==> config.mk <==
export PLATFORM = sky130hd
export DESIGN_NAME = sram_port_arbiter
export DESIGN_NICKNAME = d
export VERILOG_FILES = /design/src/rtl/sram_port_arbiter.sv
export SDC_FILE = /design/constraint.sdc
export NUM_CORES = 1
export LEC_CHECK = 0
export CORE_ASPECT_RATIO = 1.25
export CORE_MARGIN = 2
export CORE_UTILIZATION = 38
export CTS_CLUSTER_DIAMETER = 150
export DETAILED_ROUTE_END_ITERATION = 10
export PLACE_DENSITY = 0.87
export SKIP_LAST_GASP = 1
export SLEW_MARGIN = 0
export SYNTH_ARGS = -nofsm -noshare
export SYNTH_HDL_FRONTEND = slang
export SYNTH_SLANG_ARGS = --single-unit
export TNS_END_PERCENT = 50
==> constraint.sdc <==
create_clock -name CLK -period 4.5 [get_ports CLK]
set_input_delay 0.45 -clock CLK [delete_from_list [all_inputs] [get_ports CLK]]
set_output_delay 0.45 -clock CLK [all_outputs]
set_load 0.005 [all_outputs]
==> src/rtl/sram_port_arbiter.sv <==
// sram_port_arbiter
//   Shares one single-port RA1SHD SRAM macro between two requesters:
//     requester 0 = SRAM_IO_CTRL serial loader (read/write)
//     requester 1 = PSEUDO_SPT_INTF readout engine (read-only)
//   Level request / registered grant, round-robin on ties, one forced idle
//   turnaround cycle between owners, and a sticky hold watchdog.
//
// Ports
//   CLK, rst_n          clock (rising edge), synchronous active-low reset
//   REQ0/CEN0/WEN0/A0/D0 requester 0 request and SRAM-side signals
//   REQ1/CEN1/WEN1/A1    requester 1 request and SRAM-side signals
//   CLR_TO              clears the sticky TIMEOUT flag
//   GNT0/GNT1           ownership indication, decoded from registered state
//   CEN/WEN/A/D         muxed SRAM pins (idle values when nobody owns)
//   BUSY                either grant active
//   TIMEOUT             sticky: an owner held the SRAM MAX_HOLD cycles while
//                       the other side was waiting
//
// Handshake: a requester raises REQx and holds it for its whole burst. The
// grant appears one cycle after REQx is first sampled high. CENx is ignored
// until GNTx is seen high. Dropping REQx releases the SRAM; ownership is
// never preempted.
module sram_port_arbiter #(
  parameter int ADDR_WIDTH = 10,
  parameter int DATA_WIDTH = 8,
  parameter int CNT_WIDTH  = 8,
  parameter int MAX_HOLD   = 255
) (
  input  logic                  CLK,
  input  logic                  rst_n,
  input  logic                  REQ0,
  input  logic                  CEN0,
  input  logic                  WEN0,
  input  logic [ADDR_WIDTH-1:0] A0,
  input  logic [DATA_WIDTH-1:0] D0,
  input  logic                  REQ1,
  input  logic                  CEN1,
  input  logic                  WEN1,
  input  logic [ADDR_WIDTH-1:0] A1,
  input  logic                  CLR_TO,
  output logic                  GNT0,
  output logic                  GNT1,
  output logic                  CEN,
  output logic                  WEN,
  output logic [ADDR_WIDTH-1:0] A,
  output logic [DATA_WIDTH-1:0] D,
  output logic                  BUSY,
  output logic                  TIMEOUT
);

  localparam logic [1:0] S_IDLE = 2'd0;
  localparam logic [1:0] S_OWN0 = 2'd1;
  localparam logic [1:0] S_OWN1 = 2'd2;

  localparam logic [CNT_WIDTH-1:0] HOLD_MAX = CNT_WIDTH'(MAX_HOLD);

  logic [1:0]           r_state;
  logic [1:0]           w_state_nxt;
  logic                 r_last;      // last owner; 1 after reset so port 0 wins the first tie
  logic                 w_last_nxt;
  logic [CNT_WIDTH-1:0] r_cnt;
  logic [CNT_WIDTH-1:0] w_cnt_nxt;
  logic                 r_timeout;
  logic                 w_waiting;
  logic                 w_release;
  logic                 w_to_set;
  logic                 w_unused;

  // Requester 1 is read-only, so its WEN never reaches the SRAM.
  assign w_unused = WEN1;

  // Next-state logic. Leaving OWNx always goes through IDLE, which gives the
  // guaranteed one-cycle turnaround with CEN=1 before the next owner.
  always_comb begin
    w_state_nxt = r_state;
    w_last_nxt  = r_last;
    case (r_state)
      S_IDLE: begin
        if (REQ0 && REQ1) w_state_nxt = r_last ? S_OWN0 : S_OWN1;
        else if (REQ0)    w_state_nxt = S_OWN0;
        else if (REQ1)    w_state_nxt = S_OWN1;
      end
      S_OWN0: begin
        if (!REQ0) begin
          w_state_nxt = S_IDLE;
          w_last_nxt  = 1'b0;
        end
      end
      S_OWN1: begin
        if (!REQ1) begin
          w_state_nxt = S_IDLE;
          w_last_nxt  = 1'b1;
        end
      end
      default: w_state_nxt = S_IDLE;
    endcase
  end

  // Watchdog: counts cycles the non-owner spends waiting on a held grant.
  assign w_waiting = ((r_state == S_OWN0) && REQ1) || ((r_state == S_OWN1) && REQ0);
  assign w_release = (r_state != S_IDLE) && (w_state_nxt == S_IDLE);

  always_comb begin
    w_cnt_nxt = r_cnt;
    if (w_release || !w_waiting) w_cnt_nxt = '0;
    else if (r_cnt >= HOLD_MAX)  w_cnt_nxt = HOLD_MAX;
    else                         w_cnt_nxt = r_cnt + 1'b1;
  end

  // Re-asserted every cycle the counter sits at the limit, so a clear
  // request while the other side is still starved does not stick.
  assign w_to_set = w_waiting && !w_release && (w_cnt_nxt == HOLD_MAX);

  always_ff @(posedge CLK) begin
    if (!rst_n) begin
      r_state   <= S_IDLE;
      r_last    <= 1'b1;
      r_cnt     <= '0;
      r_timeout <= 1'b0;
    end else begin
      r_state <= w_state_nxt;
      r_last  <= w_last_nxt;
      r_cnt   <= w_cnt_nxt;
      if (w_to_set)    r_timeout <= 1'b1;
      else if (CLR_TO) r_timeout <= 1'b0;
    end
  end

  assign GNT0    = (r_state == S_OWN0);
  assign GNT1    = (r_state == S_OWN1);
  assign BUSY    = GNT0 || GNT1;
  assign TIMEOUT = r_timeout;

  // Pin mux driven from registered state only.
  always_comb begin
    CEN = 1'b1;
    WEN = 1'b1;
    A   = '0;
    D   = '0;
    case (r_state)
      S_OWN0: begin
        CEN = CEN0;
        WEN = WEN0;
        A   = A0;
        D   = D0;
      end
      S_OWN1: begin
        CEN = CEN1;
        WEN = 1'b1;
        A   = A1;
      end
      default: ;
    endcase
  end

endmodule
After elaboration in Yosys (flattened, before gate mapping). Cells that the tools add are included.

Flip-flop bits (word level): 12. Bits of input ports: 37.

$add $sub $neg: 1. $lt $le $gt $ge: 1. Equal/unequal tests: 5. Mux-type cells: 18. Reduce and logical (&&, ||, !) cells: 17.

Operator list (number): two-way mux 8 bit (3); case mux 10 bit (2 select lines) (1); two-way mux 2 bit (6); adder 8 x 1 -> 8 bit, second input constant (1); equality test 8 bit, second input constant (1); greater-or-equal comparator 8 bit, second input constant (1); logical AND 1 bit (6); case mux 2 bit (3 select lines) (1); nonzero test 2 bit (3); two-way mux 1 bit (5); logical NOT 2 bit (2); != test 2 bit, second input constant (2); case mux 1 bit (2 select lines) (2); logical OR 1 bit (3); AND reduction 3 bit (1); equality test 2 x 1 -> 1 bit, second input constant (1); equality test 2 bit, second input constant (1); logical NOT 1 bit (2).

Longest topological paths before layout.
Depth in word-level cells: 11. Mapped depth: 6. Gate-level depth less buffers: 6.

Least setup slack after synthesis. Ideal clock, no wire load.

Path type: register to register. From: register r_state[1]. To: register r_timeout, in the netlist TIMEOUT. Arrival time: 1564 ps. Slack: 2806 ps. Stages on the path, launching flop included: 7. Path buffers: 0. Clock period less this slack: 1694 ps. Path through: dfxtp_1 -> inv_1 -> ha_1 -> a22o_1 -> a221o_1 -> o2111ai_4 -> o31ai_1.

RTL lines: from (decl) (line 57) `logic [1:0] r_state;`; from (signal assigned) (line 121) `r_state <= w_state_nxt;`; equality test 2 x 1 -> 1 bit (*); named net GNT0 (line 41) `output logic GNT0,`; case mux 2 bit (3 select lines) or logical AND 1 bit (tied branches) (line 77, 100); logical NOT 2 bit or logical OR 1 bit (tied branches) (line 101, 100); logical AND 1 bit or logical NOT 1 bit (tied branches) (line 101, 105); logical OR 1 bit (line 105) `if (w_release || !w_waiting) w_cnt_nxt = '0;`; two-way mux 8 bit (line 105); equality test 8 bit (line 112) `assign w_to_set = w_waiting && !w_release && (w_cnt_nxt == HOLD_MAX);`; logical AND 1 bit (*) (line 112); two-way mux 1 bit or nonzero test 2 bit (tied branches); to (signal assigned) (line 119) `r_timeout <= 1'b0;`; to (signal assigned) (line 124) `if (w_to_set) r_timeout <= 1'b1;`; to (signal assigned) (line 125) `else if (CLR_TO) r_timeout <= 1'b0;`; to (decl) (line 63) `logic r_timeout;`.

The timed path passes the listed nets; every way through them passes the cells marked *. A chain may end at the register's enable or synchronous reset.

Worst setup path after layout.
From: register r_state[1]. To: output A[3].

Cells in the longest elaborated chain, start to end: 2.

Ends and longest elaborated chain: equality test 2 bit or equality test 2 x 1 -> 1 bit (tied branches) (line 140) `case (r_state)`; case mux 10 bit (2 select lines) (*) (line 140); to (decl) (line 45) `output logic [ADDR_WIDTH-1:0] A,`.

Mark *: on every way between the ends. The rest lies on a longest branch, timed or not.

==> results.cfg <==
[cts]
cts-buffers-inserted = 3
cts_buffer_depth = 2
clkLatencyLatePin_ns = 0.29
htreeDepth = 1
post_cts_buffers = 0
cts_resized = 0
cts_tree = done
cts_root_buf = clkbuf_4
clk_pin_slew_ns = 0.08
hold_buffers = 0
cts_sinks = 12

[critical_path]
cp-endpoint = A[3]
path_max_fanout = 26
startpoint = r_state[1]
rr_endpoint = TIMEOUT
cp_data_arrival_time_ns = 2.30
r2r_slack_ns = 2.26
cp.required_ns = 4.05
r2r_cells = 6
r2r_start = r_state[1]
crit_slowest_cell = ha_1
setup.worst_path.end_class = primary output
critical_path_class = reg -> out
crit_chain = inv_1 -> ha_1 -> a22oi_1 -> nor2b_1 -> clkdlybuf4s50_1
max_stage_delay_ns = 0.67
start_kind = flop

[grt]
grt_usage_pct = 22.78
grt_pass1_vias = 1103
overflow = 0
antenna_found_initial = 0
grt_max_degree = 27
grt_pass1_wl_um = 4712

[job]
drv_cap = 0

[yosys]
yosysSeqAreaShare_pct = 26.12
synth-edff-count = 0
synth.top_cells.by_area = dfxtp_1 26%, a22oi_1 11%, ha_1 8.2%
yosysMostFrequentCell = a22oi_1
netlist_area_um2 = 919.6
yosysWarningCount = 0
synthArstFlopShare_pct = 0
yosysTopAreaCell = dfxtp_1
synth_nets = 158
ys_seq_elements = 12
synth_ff_type = dfxtp_1
synth_cells = 115
synth_top_area_share_pct = 26.12
synth_cell_types = 30
postSynthAreaPerCell_um2 = 7.997
yosys-top-cells-count = 13 x a22oi_1, 12 x dfxtp_1, 10 x nor2b_1

[finish]
area_delta_synth_final_pct = 69.12
multi_input_area_um2 = 630.6
n_fill_cell = 179
drive_above_1_share_pct = 2.907
seqCellArea_um2 = 240.2
nets = 216
antennaDiodeCount = 0

[timing]
period_share_pct = 61.08
maxSlewHeadroom_pct = 47.15
worstMarginPinSlew_ns = 0.7927
skew_ns = 0.001875
setup_viol = 0
finalHoldViolCount = 0
rsz0062_at_grt = no
holdWs_ns = 0.5042
finalSetupTns_ns = 0
layout_min_cycle_time_ns = 2.749
fmax_mhz = 363.8
slew_viol_final = 0

[pwr]
vdd.ir_drop.worst_uv = 121.5
p_leak_uw = 0.0005354
p_per_area_nw_per_um2 = 229.3

[worst_hold_path]
hold_path_class = reg -> reg

[route]
routed_via_density = 5.463
wl_per_cell_um = 14.02
route.antenna.remaining_nets = 0
first_pass_iters = 4
drt_wl_total_um = 2846
drtIter0Drc = 35
vias = 1109
post-route-drc-count = 0

[floorplan]
row_count = 19
die_h_um = 59
ioPinCount = 61
core_area_um2 = 2258
start_util_pct = 40.72
fp.dieW_um = 48
die_area_um2 = 2832

[status]
status = complete, no violations

[placed_design]
finalWeightedCongestion = 0.8751
port_buffers = 59
hpwlAfterDp_um = 2258
==> power by group <==
group / switching (µW) / internal [µW] / leakage, µW
clock network: 39.9 / 49.4 / 0.0000210
registers: 6.88 / 110 / 0.0000973
logic: 60.2 / 89.9 / 0.000417
==> layout make-up <==
| type | instances | share of cell area, % |
|---|---|---|
| flip-flops and latches | 12 | 15.45 |
| well taps | 31 | 2.494 |
| repair buffers | 59 | 37.97 |
| clock buffers | 4 | 2.333 |
| multi-input cells | 92 | 40.55 |
| inverters | 5 | 1.207 |
==> state kept, by name, summed over array words and instances, names as in the netlist <==
signal / cells
r_cnt: 8
r_state: 2
TIMEOUT: 1
r_last: 1
==> cells by family after synthesis <==
logic type / count (synthesis) / share of synthesized area (%)
AND/OR/NAND/NOR: 49 / 29.80
AO/OA/AOI/OAI: 33 / 26.67
flip-flops: 12 / 26.12
buffers and inverters: 11 / 5.306
adder cells (fa/ha/maj): 6 / 8.163
XOR/XNOR: 3 / 2.858
multiplexers: 1 / 1.088
==> layer usage <==
layer  GRT usage, %  wire length, µm  vias up
li1               -                -      530
met1          27.20             1164      509
met2          36.38             1351       62
met3          7.622              264        8
met4          9.266               65        0
met5              0                0        -
==> worst max-delay path, delay by kind of cell (launching register included) <==
| family | cells | cell delay, ns |
|---|---|---|
| adders and majority gates | 1 | 0.67 |
| buffers and inverters | 2 | 0.64 |
| DFF | 1 | 0.39 |
| AOI/OAI and AO/OA | 1 | 0.15 |
| and+or+nand+nor | 1 | 0.15 |
==> cell usage in the layout, fill, tap and decap left out, drive strengths merged <==
master	synthesis	layout
o21ai	3	3
xnor2	2	2
o2111ai	1	1
ha	6	6
clkbuf	5	4
nand2b	3	3
a21oi	7	7
nand3b	1	1
nand2	5	5
nor3b	1	1
nand3	6	6
xor2	1	1
nor4b	2	2
nor4	1	1
o22ai	1	1
a31oi	2	2
clkdlybuf4s50	0	59
nor2	7	7
o31ai	1	1
nor2b	10	10
inv	5	5
a221o	1	1
a22oi	13	13
and2	8	8
o311ai	1	1
nor3	2	2
dfxtp	12	12
and3	3	3
a22o	3	3
mux2i	1	1
==> how the worst min path moves through the flow <==
stage	startpoint	endpoint	slack, ns	cells after the start
after global routing	TIMEOUT	TIMEOUT	0.54	2
after floorplan	r_cnt[0]	r_cnt[0]	0.47	1
after global placement	TIMEOUT	TIMEOUT	0.48	2
after detailed placement	TIMEOUT	TIMEOUT	0.50	2
final	TIMEOUT	TIMEOUT	0.50	2
after CTS	TIMEOUT	TIMEOUT	0.52	2
==> per-stage QoR <==
| stage | total power (µW) | util (%) | area (µm²) | setup slack [ns] | instances |
|---|---|---|---|---|---|
| 2_1_floorplan | 185.5 | - | 919.6 | 2.806 | 115 |
| 3_3_place_gp | 262.5 | 67.26 | 1519 | 2.143 | 199 |
| 3_5_place_dp | 268.2 | 67.26 | 1519 | 2.089 | 199 |
| 4_1_cts | 355.7 | 68.86 | 1555 | 1.776 | 203 |
| 5_1_grt | 376.8 | 68.86 | 1555 | 1.492 | 203 |
| 6_report | 356.6 | 68.86 | 1555 | 1.751 | 203 |
(Power assumes the default switching activity.)
